### src/rtl/fdiv_controller.sv
// -----------------------------------------------------------------------------
// fdiv_controller
//
// Control FSM for the clock-measurement / divider datapath. It waits for the
// datapath's measurement-valid flag, loads the half-period counter with k,
// lets it run, and reloads it on every terminal count. A change of the divide
// select n forces a resynchronising reload. A degenerate k (0 or 1) parks the
// controller with the counter idle. Lock and watchdog status are reported.
//
// Ports
//   ref_clk      in   1  sole clock, all state updates on posedge
//   rst          in   1  synchronous, active-high reset
//   en           in   1  run enable; low forces IDLE from any state
//   kcalc        in   1  datapath measurement-valid flag (sticky once set)
//   k            in   8  datapath divide value; half-period reload is k>>1
//   n            in   3  divide select, shared with the datapath
//   cout         in   1  datapath terminal count (cnt == 255)
//   LdCnt        out  1  parallel-load strobe to the datapath counter
//   counten      out  1  count enable to the datapath counter
//   locked       out  1  high once a full half-period has completed in RUN
//   err_timeout  out  1  watchdog expiry, sticky until rst
//
// Parameters
//   WD_W  watchdog counter width (>= 2); timeout after 2^WD_W-1 WAIT_K cycles
//
// Configuration macro
//   FDIV_WATCHDOG_EN  defined   : WAIT_K watchdog present, drives err_timeout
//                     undefined : no watchdog, err_timeout tied to 0
//
// LdCnt and counten are Mealy outputs: in RUN they follow cout directly so a
// terminal count reloads the counter in place without leaving RUN. The two
// strobes are mutually exclusive in every state.
// -----------------------------------------------------------------------------
module fdiv_controller #(
    parameter int unsigned WD_W = 16
) (
    input  logic       ref_clk,
    input  logic       rst,
    input  logic       en,
    input  logic       kcalc,
    input  logic [7:0] k,
    input  logic [2:0] n,
    input  logic       cout,
    output logic       LdCnt,
    output logic       counten,
    output logic       locked,
    output logic       err_timeout
);

    typedef enum logic [2:0] {
        IDLE,
        WAIT_K,
        LOAD,
        RUN,
        STALL
    } state_t;

    state_t     state;
    logic [2:0] n_q;

    // k of 0 or 1 would leave cout stuck high in the datapath.
    logic k_ok;
    logic n_changed;

    assign k_ok      = (k >= 8'd2);
    assign n_changed = (n != n_q);

    // -------------------------------------------------------------------------
    // Mealy strobes. In RUN a terminal count turns the enable into a load,
    // which is what makes the half-period k>>1 count cycles plus one reload.
    // -------------------------------------------------------------------------
    assign LdCnt   = (state == LOAD) || ((state == RUN) && cout);
    assign counten = (state == RUN) && !cout;

    // -------------------------------------------------------------------------
    // State, n_q and locked.
    // NOTE: sequential state uses non-blocking assignments so every register
    // samples the pre-edge values regardless of statement order.
    // NOTE: reset is synchronous (sampled inside the clocked block) and takes
    // priority over every other update, so no partial update leaks through.
    // -------------------------------------------------------------------------
    always_ff @(posedge ref_clk) begin
        if (rst) begin
            state  <= IDLE;
            n_q    <= 3'd0;
            locked <= 1'b0;
        end else begin
            // n_q tracks n for the whole LOAD cycle; RUN compares against it.
            if (state == LOAD) begin
                n_q <= n;
            end

            if (!en) begin
                state  <= IDLE;
                locked <= 1'b0;
            end else begin
                case (state)
                    IDLE: begin
                        state  <= WAIT_K;
                        locked <= 1'b0;
                    end

                    WAIT_K: begin
                        if (kcalc) begin
                            state <= LOAD;
                        end
                    end

                    LOAD: begin
                        if (k_ok) begin
                            state <= RUN;
                        end else begin
                            state  <= STALL;
                            locked <= 1'b0;
                        end
                    end

                    STALL: begin
                        if (k_ok) begin
                            state <= LOAD;
                        end
                    end

                    RUN: begin
                        // A divide-select change outranks a coincident cout:
                        // the in-place reload still strobes this cycle, but
                        // the lock is dropped and a full LOAD follows.
                        if (n_changed) begin
                            state  <= LOAD;
                            locked <= 1'b0;
                        end else if (cout) begin
                            locked <= 1'b1;
                        end
                    end

                    default: begin
                        state  <= IDLE;
                        locked <= 1'b0;
                    end
                endcase
            end
        end
    end

    // -------------------------------------------------------------------------
    // WAIT_K watchdog.
    // -------------------------------------------------------------------------
`ifdef FDIV_WATCHDOG_EN
    localparam logic [WD_W-1:0] WD_MAX = '1;
    localparam logic [WD_W-1:0] WD_PRE = {{(WD_W-1){1'b1}}, 1'b0};
    localparam logic [WD_W-1:0] WD_ONE = {{(WD_W-1){1'b0}}, 1'b1};

    logic [WD_W-1:0] wd_cnt;

    // The count saturates at all-ones; the flag is set on the edge where the
    // count reaches all-ones, i.e. after 2^WD_W-1 consecutive WAIT_K cycles.
    always_ff @(posedge ref_clk) begin
        if (rst) begin
            wd_cnt      <= '0;
            err_timeout <= 1'b0;
        end else if (state == WAIT_K) begin
            if (wd_cnt != WD_MAX) begin
                wd_cnt <= wd_cnt + WD_ONE;
            end
            if (wd_cnt == WD_PRE) begin
                err_timeout <= 1'b1;
            end
        end else begin
            wd_cnt <= '0;
        end
    end
`else
    // Watchdog absent: constant 0. WD_W is referenced only so the parameter
    // remains part of the interface in this build.
    assign err_timeout = 1'b0 & (WD_W != 0);
`endif

endmodule
### config.mk
export PLATFORM = sky130hd
export DESIGN_NAME = fdiv_controller
export DESIGN_NICKNAME = d
export VERILOG_FILES = /design/src/rtl/fdiv_controller.sv
export SDC_FILE = /design/constraint.sdc
export NUM_CORES = 1
export LEC_CHECK = 0
export ABC_AREA = 1
export CAP_MARGIN = 20
export CORE_AREA = 5 5 42 44
export CTS_BUF_LIST = sky130_fd_sc_hd__clkbuf_4
export CTS_CLUSTER_SIZE = 28
export DETAILED_ROUTE_END_ITERATION = 8
export DIE_AREA = 0 0 47 49
export GPL_ROUTABILITY_DRIVEN = 0
export PLACE_DENSITY = 0.68
export SLEW_MARGIN = 20
export SYNTH_ARGS = -nofsm -noshare
export SYNTH_HDL_FRONTEND = slang
export SYNTH_SLANG_ARGS = --single-unit
### constraint.sdc
create_clock -name ref_clk -period 2.7 [get_ports ref_clk]
set_input_delay 0.675 -clock ref_clk [delete_from_list [all_inputs] [get_ports ref_clk]]
set_output_delay 0.675 -clock ref_clk [all_outputs]
set_load 0.1 [all_outputs]
==> results summary <==
The flow ran to the end, and the final reports show no timing, DRC or antenna violations. The total CTS buffers is 3. The worst endpoint required time came out at 2030 ps. The setup path with the least slack is of type in2out. In the detailed route, the total length drawn on met3 is 78 um. The netlist area before placement is 460 sq um. Traced cell by cell, the critical path runs through clkdlybuf4s50_1, nor3_2, buf_12.

The area growth from synthesis to layout is 50.0%. Entering global routing, the biggest net connects 8 pins. The number of global-route vias before repair is 409. In this run, the number of DRC markers left after iteration 0 of detailed routing was 15. The insertion delay to the later sink of the worst-skew pair is 260 ps.

The I/O pin count is 20. Global routing used 10.2% of the available tracks. The cell sitting at the root of the clock tree is a sky130_fd_sc_hd__clkbuf_4. After clock tree synthesis, the setup repair step added 0 buffers. The largest buffer count on any clock path came out at 2. STA classifies the critical path endpoint as an output port. The synthesized netlist contains 19 unique library cells. The number of cell rows is 14.

The net count after synthesis is 88. For this configuration, the core starts out at a cell density of 32.9%. The clock tree from TritonCTS is built. The number of remaining DRC errors is 0. In this run the vertical extent of the chip is 49 um. The largest stage delay on the critical path came out at 430 ps. The first detailed-routing pass ran for 4 iterations. The total of endpoints with negative setup slack in the final report came out at 0.

The sum of negative setup slack is 0 ps. The synthesis warning total came out at 0. Timing analysis after detailed placement gives a worst setup slack of 421 ps. The path type of the worst min-delay path is reg2reg. The via count normalized by instance count came out at 4.63.

The final layout net count is 109. The clock period minus worst slack is 2270 ps. For this design the static power due to leakage is 0.281 nW.

After synthesis, flip-flops and latches occupy 30.4% of the total area. The register-to-register path setup slack came out at 1440 ps. The post-cts hold buffer count is 0.

The area of the placeable core came out at 1400 sq um. Setup repair after global routing left no endpoint under its margin. The final number of hold-violating endpoints came out at 0. The maximum fanout along the worst path came out at 2. The startpoint of the worst setup timing path is cout. The cell with the largest stage delay on the worst path is sky130_fd_sc_hd__clkdlybuf4s50_1.

For this design the ratio of total power to cell area is 428 nW/um^2. The number of fillers in the final layout is 146. The met1 wire length came out at 459 um. The largest clock skew in the final design came out at 1.25 ps. The endpoint arrival time on the critical path is 1590 ps. The number of buffer and inverter instances along the worst setup path is 2. The floorplan die area is 2300 sq um. The clock transition at the registers of the reported paths is 60 ps. The global-route congestion overflow total came out at 0. VDD sags by at most 0.000214 V. The fraction of final layout cells with drive strength greater than 1 came out at 18.5%.

The initial antenna violation count is 0. The average cell area after synthesis is 6.40 sq um. STA classifies the critical path startpoint as an input port.

The wire length of the first global-routing pass is 1.68 mm. The synthesized instance count came out at 72. The wire length after detailed routing came out at 1.06 mm. The average routed wire per standard cell came out at 9.81 um. In this run the top signal layer used is met4. The count of inserted antenna diode cells came out at 0. The detailed placer's ending HPWL came out at 877 um.

The count of final max-slew check failures came out at 0. The number of resized instances in the post-cts repair step came out at 0. The worst hold path begins at n_q[0]$_SDFFE_PP0P_. The worst register-to-register path begins at state[1]$_SDFFE_PP0P_. The number of sinks handled by clock tree synthesis came out at 7. The synthesis-stage register bit count is 7. The max-cap violation count came out at 0. The width of the chip is 47 um. The smallest setup slack after layout came out at 431 ps. The count of input and output buffers came out at 17. Based on the critical path, the design can be clocked at up to 0.441 GHz. The total vias in the final route is 500. The remaining antenna violation count after routing came out at 0. The final critical path takes up 84.0% of the cycle. The H-tree level count came out at 1. The total length of routed met2 wires is 505 um. The dominant delay contributor by cell family on the critical path is buffers and inverters.
[kinds of logic (layout without fill, tap and decap cells)]
| group | count (synthesis) | count (layout) | synth area share [%] |
|---|---|---|---|
| other | 1 | 1 | 0.814 |
| AND/OR/NAND/NOR | 47 | 47 | 49.2 |
| flip-flops | 7 | 7 | 30.4 |
| XOR/XNOR | 2 | 2 | 3.81 |
| AO/OA/AOI/OAI | 5 | 5 | 6.79 |
| buffers and inverters | 10 | 30 | 8.97 |
[worst reg2reg max path, delay by kind of cell, from the launching register on]
kind / cells / cell delay, ps
flip-flops: 1 / 480
AO/OA/AOI/OAI: 1 / 160
AND/OR/NAND/NOR: 4 / 520
[cells in the mapped netlist]
library cell	count	share of area, %
sky130_fd_sc_hd__nor2_2	2	2.7
sky130_fd_sc_hd__nand3_1	2	2.2
sky130_fd_sc_hd__nor2_1	15	12
sky130_fd_sc_hd__a21oi_1	3	3.3
sky130_fd_sc_hd__nand3_2	1	2.2
sky130_fd_sc_hd__nor3_1	3	3.3
sky130_fd_sc_hd__nand2_1	16	13
sky130_fd_sc_hd__nor2_4	1	2.4
sky130_fd_sc_hd__nand2_2	1	1.4
sky130_fd_sc_hd__nand4_1	4	5.4
sky130_fd_sc_hd__nor3_2	2	4.3
sky130_fd_sc_hd__buf_4	1	1.6
sky130_fd_sc_hd__inv_1	7	5.7
sky130_fd_sc_hd__conb_1	1	0.81
sky130_fd_sc_hd__xnor2_1	2	3.8
sky130_fd_sc_hd__inv_2	2	1.6
sky130_fd_sc_hd__dfxtp_1	7	30
sky130_fd_sc_hd__a211oi_1	1	1.6
sky130_fd_sc_hd__a21oi_2	1	1.9
[state kept, by name, summed over array words and instances (netlist names)]
| signal | count |
|---|---|
| locked | 1 |
| state | 3 |
| n_q | 3 |
[layout make-up]
| type | count | area, sq um | area share, % |
|---|---|---|---|
| clock buffers | 4 | 30.0 | 4.35 |
| flip-flops and latches | 7 | 140 | 20.3 |
| well taps | 16 | 20.0 | 2.90 |
| multi-input cells | 55 | 279 | 40.4 |
| repair buffers | 17 | 188 | 27.2 |
| inverters | 9 | 33.8 | 4.89 |
[metrics by stage]
step | total power [W] | instances | hold WS, ps | instance area [sq um] | utilization (%)
floorplan | 0.000155 | 72 | 447 | 460 | -
global placement | 0.000183 | 104 | 458 | 661 | 47.1
detailed placement | 0.000184 | 104 | 474 | 661 | 47.1
CTS | 0.000298 | 108 | 483 | 691 | 49.3
global route | 0.000306 | 108 | 504 | 691 | 49.3
finish | 0.000296 | 108 | 481 | 691 | 49.3
[layout by cell type (no fill, tap or decap), drive strengths merged]
cell	netlist	layout
nor3	5	5
nand3	3	3
clkdlybuf4s50	0	14
nand2	17	17
conb	1	1
a21oi	4	4
nand4	4	4
a211oi	1	1
clkbuf	0	4
buf	1	3
nor2	18	18
xnor2	2	2
inv	9	9
dfxtp	7	7
[layer usage]
metal	GRT usage [%]	vias to the layer above
met3	4.43	2
met1	13.7	220
met4	5.53	0
met5	0	-
met2	13.1	12
li1	-	266
[path summary, 6_finish.rpt]
check                                      endpoint  cells after the start
worst min register to register  n_q[0]$_SDFFE_PP0P_                      2
worst max register to register  locked$_SDFFE_PP0P_                      5
worst min-delay path            n_q[0]$_SDFFE_PP0P_                      2
worst max-delay path                        counten                      3
[report_power, final]
part           switching (W)  internal [W]  leakage (nW)
clock network      0.0000471     0.0000670        0.0184
logic              0.0000385     0.0000325         0.206
registers         0.00000380      0.000107        0.0569
Power figures use the tool's default switching activity.
